==> config.mk <==
export PLATFORM = sky130hd
export DESIGN_NAME = ps2_kbd_cmd_ctrl
export DESIGN_NICKNAME = d
export VERILOG_FILES = /design/src/rtl/ps2_pkg.sv /design/src/rtl/ps2_line_sync.sv /design/src/rtl/ps2_kbd_cmd_ctrl.sv
export SDC_FILE = /design/constraint.sdc
export NUM_CORES = 1
export LEC_CHECK = 0
export CAP_MARGIN = 25
export CORE_ASPECT_RATIO = 1.2
export CORE_MARGIN = 2
export CORE_UTILIZATION = 50
export DETAILED_ROUTE_END_ITERATION = 8
export PLACE_DENSITY = 0.69
export SLEW_MARGIN = 25
export SYNTH_ARGS = -nofsm -noshare
export SYNTH_HDL_FRONTEND = slang
export SYNTH_HIERARCHICAL = 1
export SYNTH_SLANG_ARGS = --single-unit
export TNS_END_PERCENT = 30
==> constraint.sdc <==
create_clock -name clk -period 3.8 [get_ports clk]
set_clock_uncertainty 0.1 [all_clocks]
set_input_delay 0.95 -clock clk [delete_from_list [all_inputs] [get_ports clk]]
set_output_delay 0.95 -clock clk [all_outputs]
set_load 0.05 [all_outputs]
==> src/rtl/ps2_pkg.sv <==
// Shared PS/2 definitions: protocol bytes, command sequencer states and
// the helpers used to build a transmitted byte.
package ps2_pkg;

  localparam logic [7:0] PS2_CMD_SETLED = 8'hED;
  localparam logic [7:0] PS2_ACK        = 8'hFA;
  localparam logic [7:0] PS2_RESEND     = 8'hFE;
  localparam int         HZ_PER_MHZ     = 1000000;

  typedef enum logic [2:0] {
    IDLE,
    INHIBIT,
    TX,
    RESP,
    RETRY
  } ps2_state_t;

  // PS/2 frames carry odd parity: the parity bit makes the total count of ones odd.
  function automatic logic odd_parity(input logic [7:0] data);
    return ~^data;
  endfunction

  function automatic logic [7:0] led_byte(input logic [2:0] leds);
    return {5'b0, leds};
  endfunction

endpackage

==> src/rtl/ps2_line_sync.sv <==
// Two-flop synchroniser for the raw PS/2 clock and data lines, plus a
// one-cycle pulse on each falling edge of the synchronised clock.
module ps2_line_sync (
  input  logic clk,
  input  logic reset,
  input  logic i_ps2_clk,
  input  logic i_ps2_data,
  output logic o_clk_fe,
  output logic o_data
);

  logic [1:0] r_meta;
  logic [1:0] r_sync;
  logic       r_clk_d;

  // Lines idle high, so reset to 1 keeps a spurious edge from appearing after reset.
  always_ff @(posedge clk or posedge reset) begin
    if (reset) begin
      r_meta  <= 2'b11;
      r_sync  <= 2'b11;
      r_clk_d <= 1'b1;
    end else begin
      r_meta  <= {i_ps2_data, i_ps2_clk};
      r_sync  <= r_meta;
      r_clk_d <= r_sync[0];
    end
  end

  assign o_clk_fe = r_clk_d & ~r_sync[0];
  assign o_data   = r_sync[1];

endmodule

==> src/rtl/ps2_kbd_cmd_ctrl.sv <==
// Host-to-keyboard "set LEDs" sequencer: sends ED followed by the LED byte
// whenever the requested LEDs differ from the last acknowledged state.
module ps2_kbd_cmd_ctrl
  import ps2_pkg::*;
#(
  parameter int CLK_HZ     = 32000000,
  parameter int INHIBIT_US = 100,
  parameter int TIMEOUT_US = 20000,
  parameter int MAX_RETRY  = 3
) (
  input  logic       clk,
  input  logic       reset,
  input  logic       ps2_clk_in,
  input  logic       ps2_data_in,
  output logic       ps2_clk_oe,
  output logic       ps2_data_oe,
  input  logic [2:0] leds,
  input  logic       rx_strobe,
  input  logic [7:0] rx_code,
  output logic       rx_mask,
  output logic       busy,
  output logic       err
);

  localparam int INHIBIT_CYC = CLK_HZ / HZ_PER_MHZ * INHIBIT_US;
  localparam int TIMEOUT_CYC = CLK_HZ / HZ_PER_MHZ * TIMEOUT_US;
  localparam int INH_W       = $clog2(INHIBIT_CYC + 1);
  localparam int WDG_W       = $clog2(TIMEOUT_CYC + 1);
  localparam int RTY_W       = (MAX_RETRY < 1) ? 1 : $clog2(MAX_RETRY + 1);

  logic w_clk_fe;
  logic w_data_sync;

  ps2_line_sync u_sync (
    .clk        (clk),
    .reset      (reset),
    .i_ps2_clk  (ps2_clk_in),
    .i_ps2_data (ps2_data_in),
    .o_clk_fe   (w_clk_fe),
    .o_data     (w_data_sync)
  );

  ps2_state_t       r_state, w_state_next;
  logic [2:0]       r_snap, w_snap_next;
  logic [2:0]       r_leds_sent, w_leds_sent_next;
  logic             r_byte_idx, w_byte_idx_next;
  logic [RTY_W-1:0] r_retry, w_retry_next;
  logic [3:0]       r_bit_cnt, w_bit_cnt_next;
  logic [INH_W-1:0] r_inh_cnt, w_inh_cnt_next;
  logic [WDG_W-1:0] r_wdog, w_wdog_next;
  logic             r_clk_oe, w_clk_oe_next;
  logic             r_data_oe, w_data_oe_next;
  logic             r_err, w_err_next;
  logic             r_mask_hold, w_mask_hold_next;
  logic [7:0]       w_tx_byte;

  assign w_tx_byte = r_byte_idx ? led_byte(r_snap) : PS2_CMD_SETLED;

  always_ff @(posedge clk or posedge reset) begin
    if (reset) begin
      r_state     <= IDLE;
      r_snap      <= '0;
      r_leds_sent <= '0;
      r_byte_idx  <= 1'b0;
      r_retry     <= '0;
      r_bit_cnt   <= '0;
      r_inh_cnt   <= '0;
      r_wdog      <= '0;
      r_clk_oe    <= 1'b0;
      r_data_oe   <= 1'b0;
      r_err       <= 1'b0;
      r_mask_hold <= 1'b0;
    end else begin
      r_state     <= w_state_next;
      r_snap      <= w_snap_next;
      r_leds_sent <= w_leds_sent_next;
      r_byte_idx  <= w_byte_idx_next;
      r_retry     <= w_retry_next;
      r_bit_cnt   <= w_bit_cnt_next;
      r_inh_cnt   <= w_inh_cnt_next;
      r_wdog      <= w_wdog_next;
      r_clk_oe    <= w_clk_oe_next;
      r_data_oe   <= w_data_oe_next;
      r_err       <= w_err_next;
      r_mask_hold <= w_mask_hold_next;
    end
  end

  always_comb begin
    w_state_next     = r_state;
    w_snap_next      = r_snap;
    w_leds_sent_next = r_leds_sent;
    w_byte_idx_next  = r_byte_idx;
    w_retry_next     = r_retry;
    w_bit_cnt_next   = r_bit_cnt;
    w_inh_cnt_next   = r_inh_cnt;
    w_wdog_next      = r_wdog;
    w_clk_oe_next    = r_clk_oe;
    w_data_oe_next   = r_data_oe;
    w_err_next       = r_err;

    if ((r_state == TX || r_state == RESP) && r_wdog != '0) begin
      w_wdog_next = r_wdog - WDG_W'(1);
    end

    case (r_state)
      IDLE: begin
        if (leds != r_leds_sent) begin
          w_snap_next     = leds;
          w_byte_idx_next = 1'b0;
          w_retry_next    = '0;
          w_state_next    = INHIBIT;
          w_clk_oe_next   = 1'b1;
          w_data_oe_next  = 1'b0;
          w_inh_cnt_next  = INH_W'(INHIBIT_CYC - 1);
        end
      end

      INHIBIT: begin
        if (r_inh_cnt == '0) begin
          // Release the clock with data held low: that is the start bit.
          w_clk_oe_next  = 1'b0;
          w_data_oe_next = 1'b1;
          w_bit_cnt_next = '0;
          w_wdog_next    = WDG_W'(TIMEOUT_CYC);
          w_state_next   = TX;
        end else begin
          w_inh_cnt_next = r_inh_cnt - INH_W'(1);
        end
      end

      TX: begin
        if (r_wdog == '0) begin
          w_data_oe_next = 1'b0;
          w_clk_oe_next  = 1'b0;
          w_state_next   = RETRY;
        end else if (w_clk_fe) begin
          w_bit_cnt_next = r_bit_cnt + 4'd1;
          if (r_bit_cnt < 4'd8) begin
            w_data_oe_next = ~w_tx_byte[r_bit_cnt[2:0]];
          end else if (r_bit_cnt == 4'd8) begin
            w_data_oe_next = ~odd_parity(w_tx_byte);
          end else if (r_bit_cnt == 4'd9) begin
            w_data_oe_next = 1'b0;
          end else begin
            // Eleventh edge: the device pulls data low to acknowledge the frame.
            w_data_oe_next = 1'b0;
            w_state_next   = w_data_sync ? RETRY : RESP;
          end
        end
      end

      RESP: begin
        if (r_wdog == '0) begin
          w_data_oe_next = 1'b0;
          w_clk_oe_next  = 1'b0;
          w_state_next   = RETRY;
        end else if (rx_strobe) begin
          case (rx_code)
            PS2_ACK: begin
              if (!r_byte_idx) begin
                w_byte_idx_next = 1'b1;
                w_retry_next    = '0;
                w_state_next    = INHIBIT;
                w_clk_oe_next   = 1'b1;
                w_data_oe_next  = 1'b0;
                w_inh_cnt_next  = INH_W'(INHIBIT_CYC - 1);
              end else begin
                w_leds_sent_next = r_snap;
                w_err_next       = 1'b0;
                w_state_next     = IDLE;
              end
            end
            PS2_RESEND: w_state_next = RETRY;
            default:    w_state_next = RETRY;
          endcase
        end
      end

      RETRY: begin
        w_clk_oe_next  = 1'b0;
        w_data_oe_next = 1'b0;
        if (r_retry < RTY_W'(MAX_RETRY)) begin
          w_retry_next   = r_retry + RTY_W'(1);
          w_state_next   = INHIBIT;
          w_clk_oe_next  = 1'b1;
          w_inh_cnt_next = INH_W'(INHIBIT_CYC - 1);
        end else begin
          // Record the LEDs as sent anyway so a dead keyboard is not hammered forever.
          w_err_next       = 1'b1;
          w_leds_sent_next = r_snap;
          w_state_next     = IDLE;
        end
      end

      default: begin
        w_clk_oe_next  = 1'b0;
        w_data_oe_next = 1'b0;
        w_state_next   = IDLE;
      end
    endcase

    // The response strobe that ends a command lands in the same cycle we leave,
    // so the mask is stretched by one cycle to cover a registered decoder.
    w_mask_hold_next = (r_state != IDLE) && (w_state_next == IDLE);
  end

  assign ps2_clk_oe  = r_clk_oe;
  assign ps2_data_oe = r_data_oe;
  assign busy        = (r_state != IDLE);
  assign rx_mask     = (r_state != IDLE) | r_mask_hold;
  assign err         = r_err;

endmodule
==> impl_metrics.env, run 1 <==
export IMPL_std_cell_rows=32
export IMPL_crit_slowest_cell="clkdlybuf4s50_1"
export IMPL_cp_start_kind="flip-flop"
export IMPL_async_flop_share_pct=100
export IMPL_ant_nets=0
export IMPL_cts_setup_buffers=0
export IMPL_min_period_ns=3.34
export IMPL_ys_flop_type="dfrtp_1"
export IMPL_slowest_delay_ns=0.75
export IMPL_tightest_slew_ns=0.827
export IMPL_drive_gt1_share_pct=13.5
export IMPL_io_pins=21
export IMPL_p_leak_uw=0.00157
export IMPL_clkSinkCount=57
export IMPL_num_vias=2591
export IMPL_max_slew_margin_pct=44.7
export IMPL_ys_seq_area_share_pct=44.4
export IMPL_synth_most_common_cell="dfrtp_1"
export IMPL_dr_pass1_iters=4
export IMPL_clkTransAtPathRegs_ns=0.06
export IMPL_grt_usage_pct=21.8
export IMPL_fmax_mhz=300
export IMPL_grt_pass1_vias=2536
export IMPL_path_max_fanout=14
export IMPL_period_share_pct=87.9
export IMPL_setup_tns_ns=0
export IMPL_yosysWarnings=6
export IMPL_first_iter_violations=154
export IMPL_status="complete, no violations"
export IMPL_wl_per_cell_um=16.7
export IMPL_synth_top_family_by_area="simple AND/OR/NAND/NOR gates"
export IMPL_cts_tree="yes"
export IMPL_nets=366
export IMPL_grt_max_degree=24
export IMPL_synth_edf_count=0
export IMPL_place_hpwl_um=5090
export IMPL_synth_simple_gate_area_share_pct=21.0
export IMPL_path_class="reg -> out"
export IMPL_fp_coreArea_sq_um=6330
export IMPL_nFillCells=597
export IMPL_cp_arrival_ns=2.29
export IMPL_crit_family="buffers and inverters"
export IMPL_synth_compound_area_share_pct=19.5
export IMPL_syn_area_sq_um=3230
export IMPL_hold_viol_final=0
export IMPL_start_util_pct=51.0
export IMPL_cp_end_kind="output pin"
export IMPL_cts_htree_levels=3
export IMPL_wirelength_um=7260
export IMPL_ctsResizeCount=0
export IMPL_yosys_area_top_type="dfrtp_1"
export IMPL_avgSynthCellArea_sq_um=9.96
export IMPL_cts_hold_buf=0
export IMPL_die_area_sq_um=7110
export IMPL_slew_viol_final=0
export IMPL_yosysTopAreaCellShare_pct=40.3
export IMPL_antennaDiodeCount=0
export IMPL_place_ws_ns=0.621
export IMPL_synth_xor_area_share_pct=5.70
export IMPL_fp_dieW_um=77.3
export IMPL_areaGrowthSynthToFinish_pct=13.8
export IMPL_synth_fa_ha_area_share_pct=2.33
export IMPL_port_buffers=20
export IMPL_cts_buffer_depth=2
export IMPL_yosys_mux_area_fraction_pct=3.10
export IMPL_synth_seq_cells=57
export IMPL_synth_common_cells="dfrtp_1, nor2_1, nand2_1"
export IMPL_setup_slack_ns=0.461
export IMPL_rsz0062_at_grt="no"
export IMPL_root_buffer="clkbuf_8"
export IMPL_place_gp_congestion=0.837
export IMPL_path_cells="nor3_1 -> inv_1 -> clkdlybuf4s50_1"
export IMPL_grt_pass1_wl_um=12300
export IMPL_crit_required_ns=2.75
export IMPL_viasPerCell=5.97
export IMPL_antenna_found_initial=0
export IMPL_worst_path_buf_inv=2
export IMPL_ys_top_cells_by_area="dfrtp_1, dfstp_2, xor2_1, mux2_2, nor2_1"
export IMPL_syn_inst=324
export IMPL_powerDensity_nw_per_um2=386
export IMPL_die_y_um=92
export IMPL_route_detailed_drc=0
export IMPL_synthDistinctLibCells=67
export IMPL_synth_net_count=346
export IMPL_maxCapViolations=0
export IMPL_grt_ovfl_total=0
export IMPL_vdd_drop_max_mv=0.290
export IMPL_cts_buffers=9
export IMPL_setup_viol=0
export IMPL_hp_class="reg -> reg"
export IMPL_clkLatencyLatePin_ns=0.34
## kinds of logic after synthesis
logic type,after synthesis
AO/OA/AOI/OAI,84
XOR/XNOR,21
adder cells (fa/ha/maj),6
buffers and inverters,28
flip-flops,57
AND/OR/NAND/NOR,119
multiplexers,9
## worst paths after layout
check | start | end | slack, ns | cells after the start
setup / recovery | r_state[0] | busy | 0.46 | 3
hold / removal | u_sync/r_meta[0] | u_sync/r_sync[0] | 0.26 | 0
setup reg to reg | r_state[0] | r_inh_cnt[11] | 1.00 | 5
hold reg to reg | u_sync/r_meta[0] | u_sync/r_sync[0] | 0.26 | 0
max in group asynchronous | reset | r_wdog[9] | 2.17 | 3
min in group asynchronous | reset | r_state[1] | 0.82 | 2
## sequential cells by signal, summed over array words and instances (netlist names), 2 cells and up
signal and flops:
r_wdog 20, u_sync/r_sync 2, r_inh_cnt 12, u_sync/r_meta 2, r_snap 3, r_leds_sent 3
r_bit_cnt 4, r_retry 2, r_state 3
## layout by cell type (no fill, tap or decap), drive strengths merged, types with 5 or more instances in the layout
cell type | synthesis | routed
dfrtp | 52 | 52
nor2 | 24 | 24
clkdlybuf4s50 | 0 | 20
nand2 | 19 | 19
o21ai | 16 | 16
nor3 | 15 | 15
a21oi | 14 | 14
inv | 14 | 14
clkbuf | 5 | 14
nand3 | 12 | 12
xor2 | 11 | 11
xnor2 | 10 | 10
a31oi | 8 | 8
mux2 | 8 | 8
or3 | 8 | 8
o31ai | 7 | 7
and3 | 6 | 6
o211ai | 6 | 6
ha | 6 | 6
nor4 | 5 | 5
dfstp | 5 | 5
a211oi | 5 | 5
## power breakdown
group	leakage, uW	total [uW]	switching, uW	internal (uW)
clock network	0.000102	540	234	306
logic	0.000746	171	83.6	87.3
registers	0.000724	708	56.1	652
total	0.00157	1420	374	1050
## layer usage
metal	wire [um]	global-route usage (%)
met5	0	0
met4	138	11.8
met3	242	3.74
met2	3600	33.6
met1	3280	29.3
## metrics by stage
stage	cell area [sq um]	util, %	hold WS (ns)	std cells	total power, uW
after detailed placement	3480	55.0	0.251	418	890
after global placement	3480	55.0	0.247	418	886
final	3670	58.0	0.255	434	1420
after floorplan	3230	-	0.245	324	835
after global routing	3670	58.0	0.262	434	1480
after CTS	3670	58.0	0.264	434	1430
## final cells by class
| class | count | area (sq um) | share of cell area, % |
|---|---|---|---|
| clock buffer | 14 | 183 | 4.97 |
| clock inverter | 2 | 10.0 | 0.273 |
| inverter | 14 | 52.6 | 1.43 |
| multi-input combinational | 239 | 1670 | 45.3 |
| sequential | 57 | 1430 | 39.0 |
| tap | 85 | 106 | 2.90 |
| timing repair buffer | 23 | 223 | 6.06 |
(Power assumes the default switching activity.)
==> run 2, diff against run 1 <==
--- a/config.mk
+++ b/config.mk
@@ -5,7 +5,7 @@
 export SDC_FILE = /design/constraint.sdc
 export NUM_CORES = 1
 export LEC_CHECK = 0
-export CAP_MARGIN = 25
+export ABC_AREA = 0
 export CORE_ASPECT_RATIO = 1.2
 export CORE_MARGIN = 2
 export CORE_UTILIZATION = 50
@@ -14,6 +14,5 @@
 export SLEW_MARGIN = 25
 export SYNTH_ARGS = -nofsm -noshare
 export SYNTH_HDL_FRONTEND = slang
-export SYNTH_HIERARCHICAL = 1
 export SYNTH_SLANG_ARGS = --single-unit
 export TNS_END_PERCENT = 30
==> impl_metrics.env, run 2 <==
export IMPL_cts_htree_levels=3
export IMPL_status="complete, no violations"
export IMPL_crit_family="simple AND/OR/NAND/NOR gates"
export IMPL_layout_common_cells="dfrtp_1, a21oi_1, clkdlybuf4s50_1"
export IMPL_clkTransAtPathRegs_ns=0.06
export IMPL_fp_dieW_um=78.4
export IMPL_powerDensity_nw_per_um2=379
export IMPL_wl_per_cell_um=16.2
export IMPL_hold_viol_final=0
export IMPL_maxCapViolations=0
export IMPL_worst_r2r_cell_count=7
export IMPL_min_period_ns=3.36
export IMPL_place_gp_congestion=0.784
export IMPL_viasPerCell=6.12
export IMPL_fmax_mhz=297
export IMPL_slew_viol_final=0
export IMPL_rsz0062_at_grt="no"
export IMPL_cts_buffer_depth=2
export IMPL_largest_reg_flops=20
export IMPL_synthDistinctLibCells=68
export IMPL_period_share_pct=88.5
export IMPL_ant_nets=0
export IMPL_cp_arrival_ns=2.31
export IMPL_fp_coreArea_sq_um=6450
export IMPL_yosysWarnings=0
export IMPL_cts_buffers=9
export IMPL_start_util_pct=51.5
export IMPL_grt_pass1_wl_um=12100
export IMPL_max_slew_margin_pct=45.7
export IMPL_setup_tns_ns=0
export IMPL_grt_max_degree=39
export IMPL_p_leak_uw=0.00158
export IMPL_worst_path_buf_inv=1
export IMPL_synth_seq_cells=57
export IMPL_cp_end_kind="output pin"
export IMPL_ys_seq_area_share_pct=43.1
export IMPL_dr_pass1_iters=4
export IMPL_yosys_area_top_type="dfrtp_1"
export IMPL_die_area_sq_um=7310
export IMPL_synth_net_count=349
export IMPL_r2r_end="r_mask_hold"
export IMPL_grtUsageMet1_pct=27.2
export IMPL_met3_usage_pct=3.47
export IMPL_async_flop_share_pct=100
export IMPL_syn_inst=327
export IMPL_nets=376
export IMPL_num_vias=2716
export IMPL_wirelength_um=7180
export IMPL_areaGrowthSynthToFinish_pct=15.5
export IMPL_clkSinkCount=57
export IMPL_root_buffer="clkbuf_8"
export IMPL_avgSynthCellArea_sq_um=10.2
export IMPL_cts_tree="yes"
export IMPL_syn_area_sq_um=3320
export IMPL_holdPathEnd="u_sync.r_sync[0]"
export IMPL_setup_viol=0
export IMPL_cp_start_kind="flip-flop"
export IMPL_antenna_found_initial=0
export IMPL_reg2reg_setup_slack_ns=0.92
export IMPL_yosysTopAreaCellShare_pct=39.2
export IMPL_cts_setup_buffers=0
export IMPL_io_pins=21
export IMPL_synth_most_common_cell="dfrtp_1"
export IMPL_route_detailed_drc=0
export IMPL_ys_flop_type="dfrtp_1"
export IMPL_clkLatencyLatePin_ns=0.34
export IMPL_final_common_cell="dfrtp_1"
export IMPL_path_max_fanout=12
export IMPL_place_hpwl_um=5160
export IMPL_path_class="reg -> out"
export IMPL_vdd_drop_max_mv=0.292
export IMPL_hp_class="reg -> reg"
export IMPL_largest_register="r_wdog"
export IMPL_first_iter_violations=156
export IMPL_grt_usage_pct=21.2
export IMPL_min_from="u_sync.r_meta[0]"
export IMPL_slowest_delay_ns=0.70
export IMPL_busiest_layer="met2"
export IMPL_ctsResizeCount=0
export IMPL_synth_common_cells="dfrtp_1, a21oi_1, inv_1"
export IMPL_r2r_start="r_wdog[0]"
export IMPL_top_regs="r_wdog: 20 flops, r_inh_cnt: 12 flops, r_bit_cnt: 4 flops"
export IMPL_grt_pass1_vias=2555
export IMPL_holdWs_ns=0.256
export IMPL_std_cell_rows=32
export IMPL_crit_slowest_cell="clkdlybuf4s50_1"
export IMPL_antennaDiodeCount=0
export IMPL_ys_top_cells_by_area="dfrtp_1, mux2i_1, dfstp_2, a21oi_1, a31oi_1"
export IMPL_cts_hold_buf=0
export IMPL_whs_path_depth=0
export IMPL_path_cells="nor2_1 -> nand2_1 -> or2_2 -> clkdlybuf4s50_1"
export IMPL_drive_gt1_share_pct=17.0
export IMPL_die_y_um=93.3
export IMPL_synth_edf_count=0
export IMPL_tightest_slew_ns=0.813
export IMPL_power_uw=1460
export IMPL_crit_required_ns=2.75
export IMPL_grtUsageMet2_pct=34.8
export IMPL_grt_ovfl_total=0
export IMPL_port_buffers=20
[run 2: cell types whose count changed after synthesis, moves of 6 or more]
cell | before | now
a31oi_1 | 8 | 15
xor2_1 | 11 | 0
nor2_1 | 24 | 12
nor3_1 | 14 | 2
mux2i_1 | 1 | 15
a21oi_1 | 14 | 20
[run 2: cell type report]
cell class	instances	area, sq um
clock buffers	14	173
multi-input cells	238	1750
well taps	85	106
flip-flops and latches	57	1430
fillers	562	2610
inverters	19	71.3
clock inverters	2	35.0
repair buffers	29	268
[run 2: report_power, final]
part	switching, uW	leakage, uW	internal (uW)
clock	237	0.000107	356
combinational	96.5	0.000749	83.6
sequential	33.9	0.000723	648
[run 2: worst max path at each step]
stage / start / end / slack, ns / cells past startpoint
3_3_place_gp: rx_code[1] / r_inh_cnt[6] / 0.45 / 6
3_5_place_dp: rx_code[1] / r_inh_cnt[5] / 0.41 / 6
4_1_cts: r_state[0] / rx_mask / 0.42 / 4
5_1_grt: r_state[0] / rx_mask / 0.28 / 4
2_1_floorplan: r_state[0] / rx_mask / 1.05 / 4
6_report: r_state[0] / rx_mask / 0.44 / 4
[run 2: metrics by stage]
| step | instance area [sq um] | instances | utilization [%] | worst slack (ns) |
|---|---|---|---|---|
| floorplan | 3320 | 327 | - | 1.05 |
| global placement | 3630 | 428 | 56.3 | 0.454 |
| detailed placement | 3630 | 428 | 56.3 | 0.409 |
| CTS | 3830 | 444 | 59.5 | 0.419 |
| global route | 3840 | 444 | 59.5 | 0.275 |
| finish | 3840 | 444 | 59.5 | 0.436 |
[run 2: cell families after synthesis]
kind of cell             synth area share [%]
AND/OR/NAND/NOR                          19.5
AO/OA/AOI/OAI                            21.1
flip-flops                               43.1
buffers and inverters                    4.18
multiplexers                             7.23
XOR/XNOR                                 2.64
adder cells (fa/ha/maj)                  2.26
[run 2: layer usage]
layer  vias up  share of wire [%]  wire length (um)
li1       1305                  -                 -
met1      1368                 45              3210
met2        32                 51              3700
met3        11                2.1               150
met4         0                1.8               131
met5         -                  0                 0
==> run 3, diff against run 2 <==
--- a/config.mk
+++ b/config.mk
@@ -6,7 +6,7 @@
 export NUM_CORES = 1
 export LEC_CHECK = 0
 export ABC_AREA = 0
-export CORE_ASPECT_RATIO = 1.2
+export CORE_ASPECT_RATIO = 0.9
 export CORE_MARGIN = 2
 export CORE_UTILIZATION = 50
 export DETAILED_ROUTE_END_ITERATION = 8
==> impl_metrics.env, run 3 (synthesized netlist as in run 2, its figures left out) <==
export IMPL_cts_tree="yes"
export IMPL_regArea_sq_um=1430
export IMPL_setup_tns_ns=0
export IMPL_start_util_pct=51.0
export IMPL_rsz0062_at_grt="no"
export IMPL_port_buffers=20
export IMPL_clkLatencyLatePin_ns=0.34
export IMPL_nFillCells=577
export IMPL_crit_slowest_cell="clkdlybuf4s50_1"
export IMPL_clkTransAtPathRegs_ns=0.06
export IMPL_hold_viol_final=0
export IMPL_root_buffer="clkbuf_8"
export IMPL_io_pins=21
export IMPL_layout_common_cells="dfrtp_1, a21oi_1, clkdlybuf4s50_1"
export IMPL_grt_max_degree=33
export IMPL_dr_pass1_iters=4
export IMPL_wirelength_um=7500
export IMPL_min_period_ns=3.40
export IMPL_clkPwrFrac_pct=40.0
export IMPL_ctsResizeCount=0
export IMPL_netSwitchingFraction_pct=26.0
export IMPL_path_cells="nor2_1 -> nand2_1 -> or2_2 -> clkdlybuf4s50_1"
export IMPL_cp_start_kind="flip-flop"
export IMPL_num_vias=2721
export IMPL_cp_arrival_ns=2.35
export IMPL_grt_pass1_wl_um=12800
export IMPL_die_area_sq_um=7310
export IMPL_powerDensity_nw_per_um2=376
export IMPL_netSwitchingPower_uw=375
export IMPL_cts_hold_buf=0
export IMPL_path_class="reg -> out"
export IMPL_placed_cells=433
export IMPL_viasPerCell=6.06
export IMPL_place_hpwl_um=5120
export IMPL_antennaDiodeCount=0
export IMPL_nets=376
export IMPL_slowest_delay_ns=0.71
export IMPL_cp_end_kind="output pin"
export IMPL_tightest_slew_ns=0.671
export IMPL_hp_class="reg -> reg"
export IMPL_p_leak_uw=0.00158
export IMPL_crit_required_ns=2.75
export IMPL_status="complete, no violations"
export IMPL_cts_buffer_depth=2
export IMPL_cts_buffers=9
export IMPL_max_slew_margin_pct=55.1
export IMPL_route_detailed_drc=0
export IMPL_path_max_fanout=12
export IMPL_ant_nets=0
export IMPL_p_comb_share_pct=12.8
export IMPL_grt_usage_pct=21.8
export IMPL_intPower_uw=1070
export IMPL_vdd_drop_max_mv=0.154
export IMPL_clkSinkCount=57
export IMPL_p_seq_share_pct=47.2
export IMPL_place_gp_congestion=0.810
export IMPL_largest_reg_flops=20
export IMPL_fp_dieW_um=89.9
export IMPL_antenna_found_initial=0
export IMPL_final_common_cell="dfrtp_1"
export IMPL_fp_coreArea_sq_um=6520
export IMPL_final_cells=449
export IMPL_wl_per_cell_um=16.7
export IMPL_period_share_pct=89.5
export IMPL_areaGrowthSynthToFinish_pct=15.8
export IMPL_whs_path_depth=0
export IMPL_die_y_um=81.3
export IMPL_grt_ovfl_total=0
export IMPL_grt_pass1_vias=2620
export IMPL_cts_setup_buffers=0
export IMPL_multi_input_area_sq_um=1750
export IMPL_fmax_mhz=294
export IMPL_top_regs="r_wdog: 20 flops, r_inh_cnt: 12 flops, r_bit_cnt: 4 flops"
export IMPL_maxCapViolations=0
export IMPL_first_iter_violations=147
export IMPL_setup_viol=0
export IMPL_std_cell_rows=28
export IMPL_largest_register="r_wdog"
export IMPL_slew_viol_final=0
export IMPL_worst_r2r_cell_count=7
export IMPL_drive_gt1_share_pct=17.0
export IMPL_cts_htree_levels=3
## run 3: cell count changes in the layout (fill, tap and decap cells not counted)
cell,before,now
a2111oi_1,1,0
clkbuf_8,12,11
buf_12,0,1
a2111oi_0,5,6
clkinv_2,1,2
buf_4,9,8
## run 3: worst max-delay path: cells and delay by family (launching register included)
kind / cells / cell delay, ns
and+or+nand+nor: 3 / 0.80
buffers and inverters: 1 / 0.71
DFF: 1 / 0.50
## run 3: routing by layer
layer / vias up / GRT usage (%) / share of wire, %
met3: 9 / 4.45 / 3.9
met4: 0 / 8.77 / 1.4
met2: 54 / 35.8 / 48
met1: 1347 / 28.8 / 47
met5: - / 0 / 0
li1: 1311 / - / -
## run 3: power groups by stage
stage	Combinational, uW	Clock (uW)	Sequential [uW]
floorplan	124	0	689
global placement	177	0	693
detailed placement	183	0	693
CTS	185	594	682
global route	206	619	688
finish	184	578	683
## run 3: area by class of cell
| type | instances | share of cell area (%) |
|---|---|---|
| well taps | 90 | 2.93 |
| repair buffers | 29 | 7.29 |
| inverters | 19 | 1.85 |
| clock inverters | 3 | 1.04 |
| flip-flops and latches | 57 | 37.3 |
| multi-input cells | 238 | 45.5 |
| clock buffers | 13 | 4.13 |
## run 3: worst paths after layout
path | start | slack, ns | end
worst max-delay path | r_state[0] | 0.40 | rx_mask
worst min-delay path | u_sync.r_meta[0] | 0.25 | u_sync.r_sync[0]
worst max register to register | r_inh_cnt[0] | 1.01 | r_wdog[19]
worst min register to register | u_sync.r_meta[0] | 0.25 | u_sync.r_sync[0]
max in group asynchronous | reset | 2.08 | u_sync.r_clk_d
min in group asynchronous | reset | 0.89 | r_wdog[7]
## run 3: metrics by stage
stage                     util [%]  total power [uW]  worst slack, ns  hold WS (ns)  cell area [sq um]
after global placement        56.0               870            0.543         0.246               3650
after CTS                     59.0              1460            0.391         0.257               3840
final                         59.0              1450            0.400         0.255               3840
after detailed placement      56.0               876            0.438         0.247               3650
after floorplan                  -               812             1.05         0.245               3320
after global routing          59.0              1510            0.312         0.260               3840
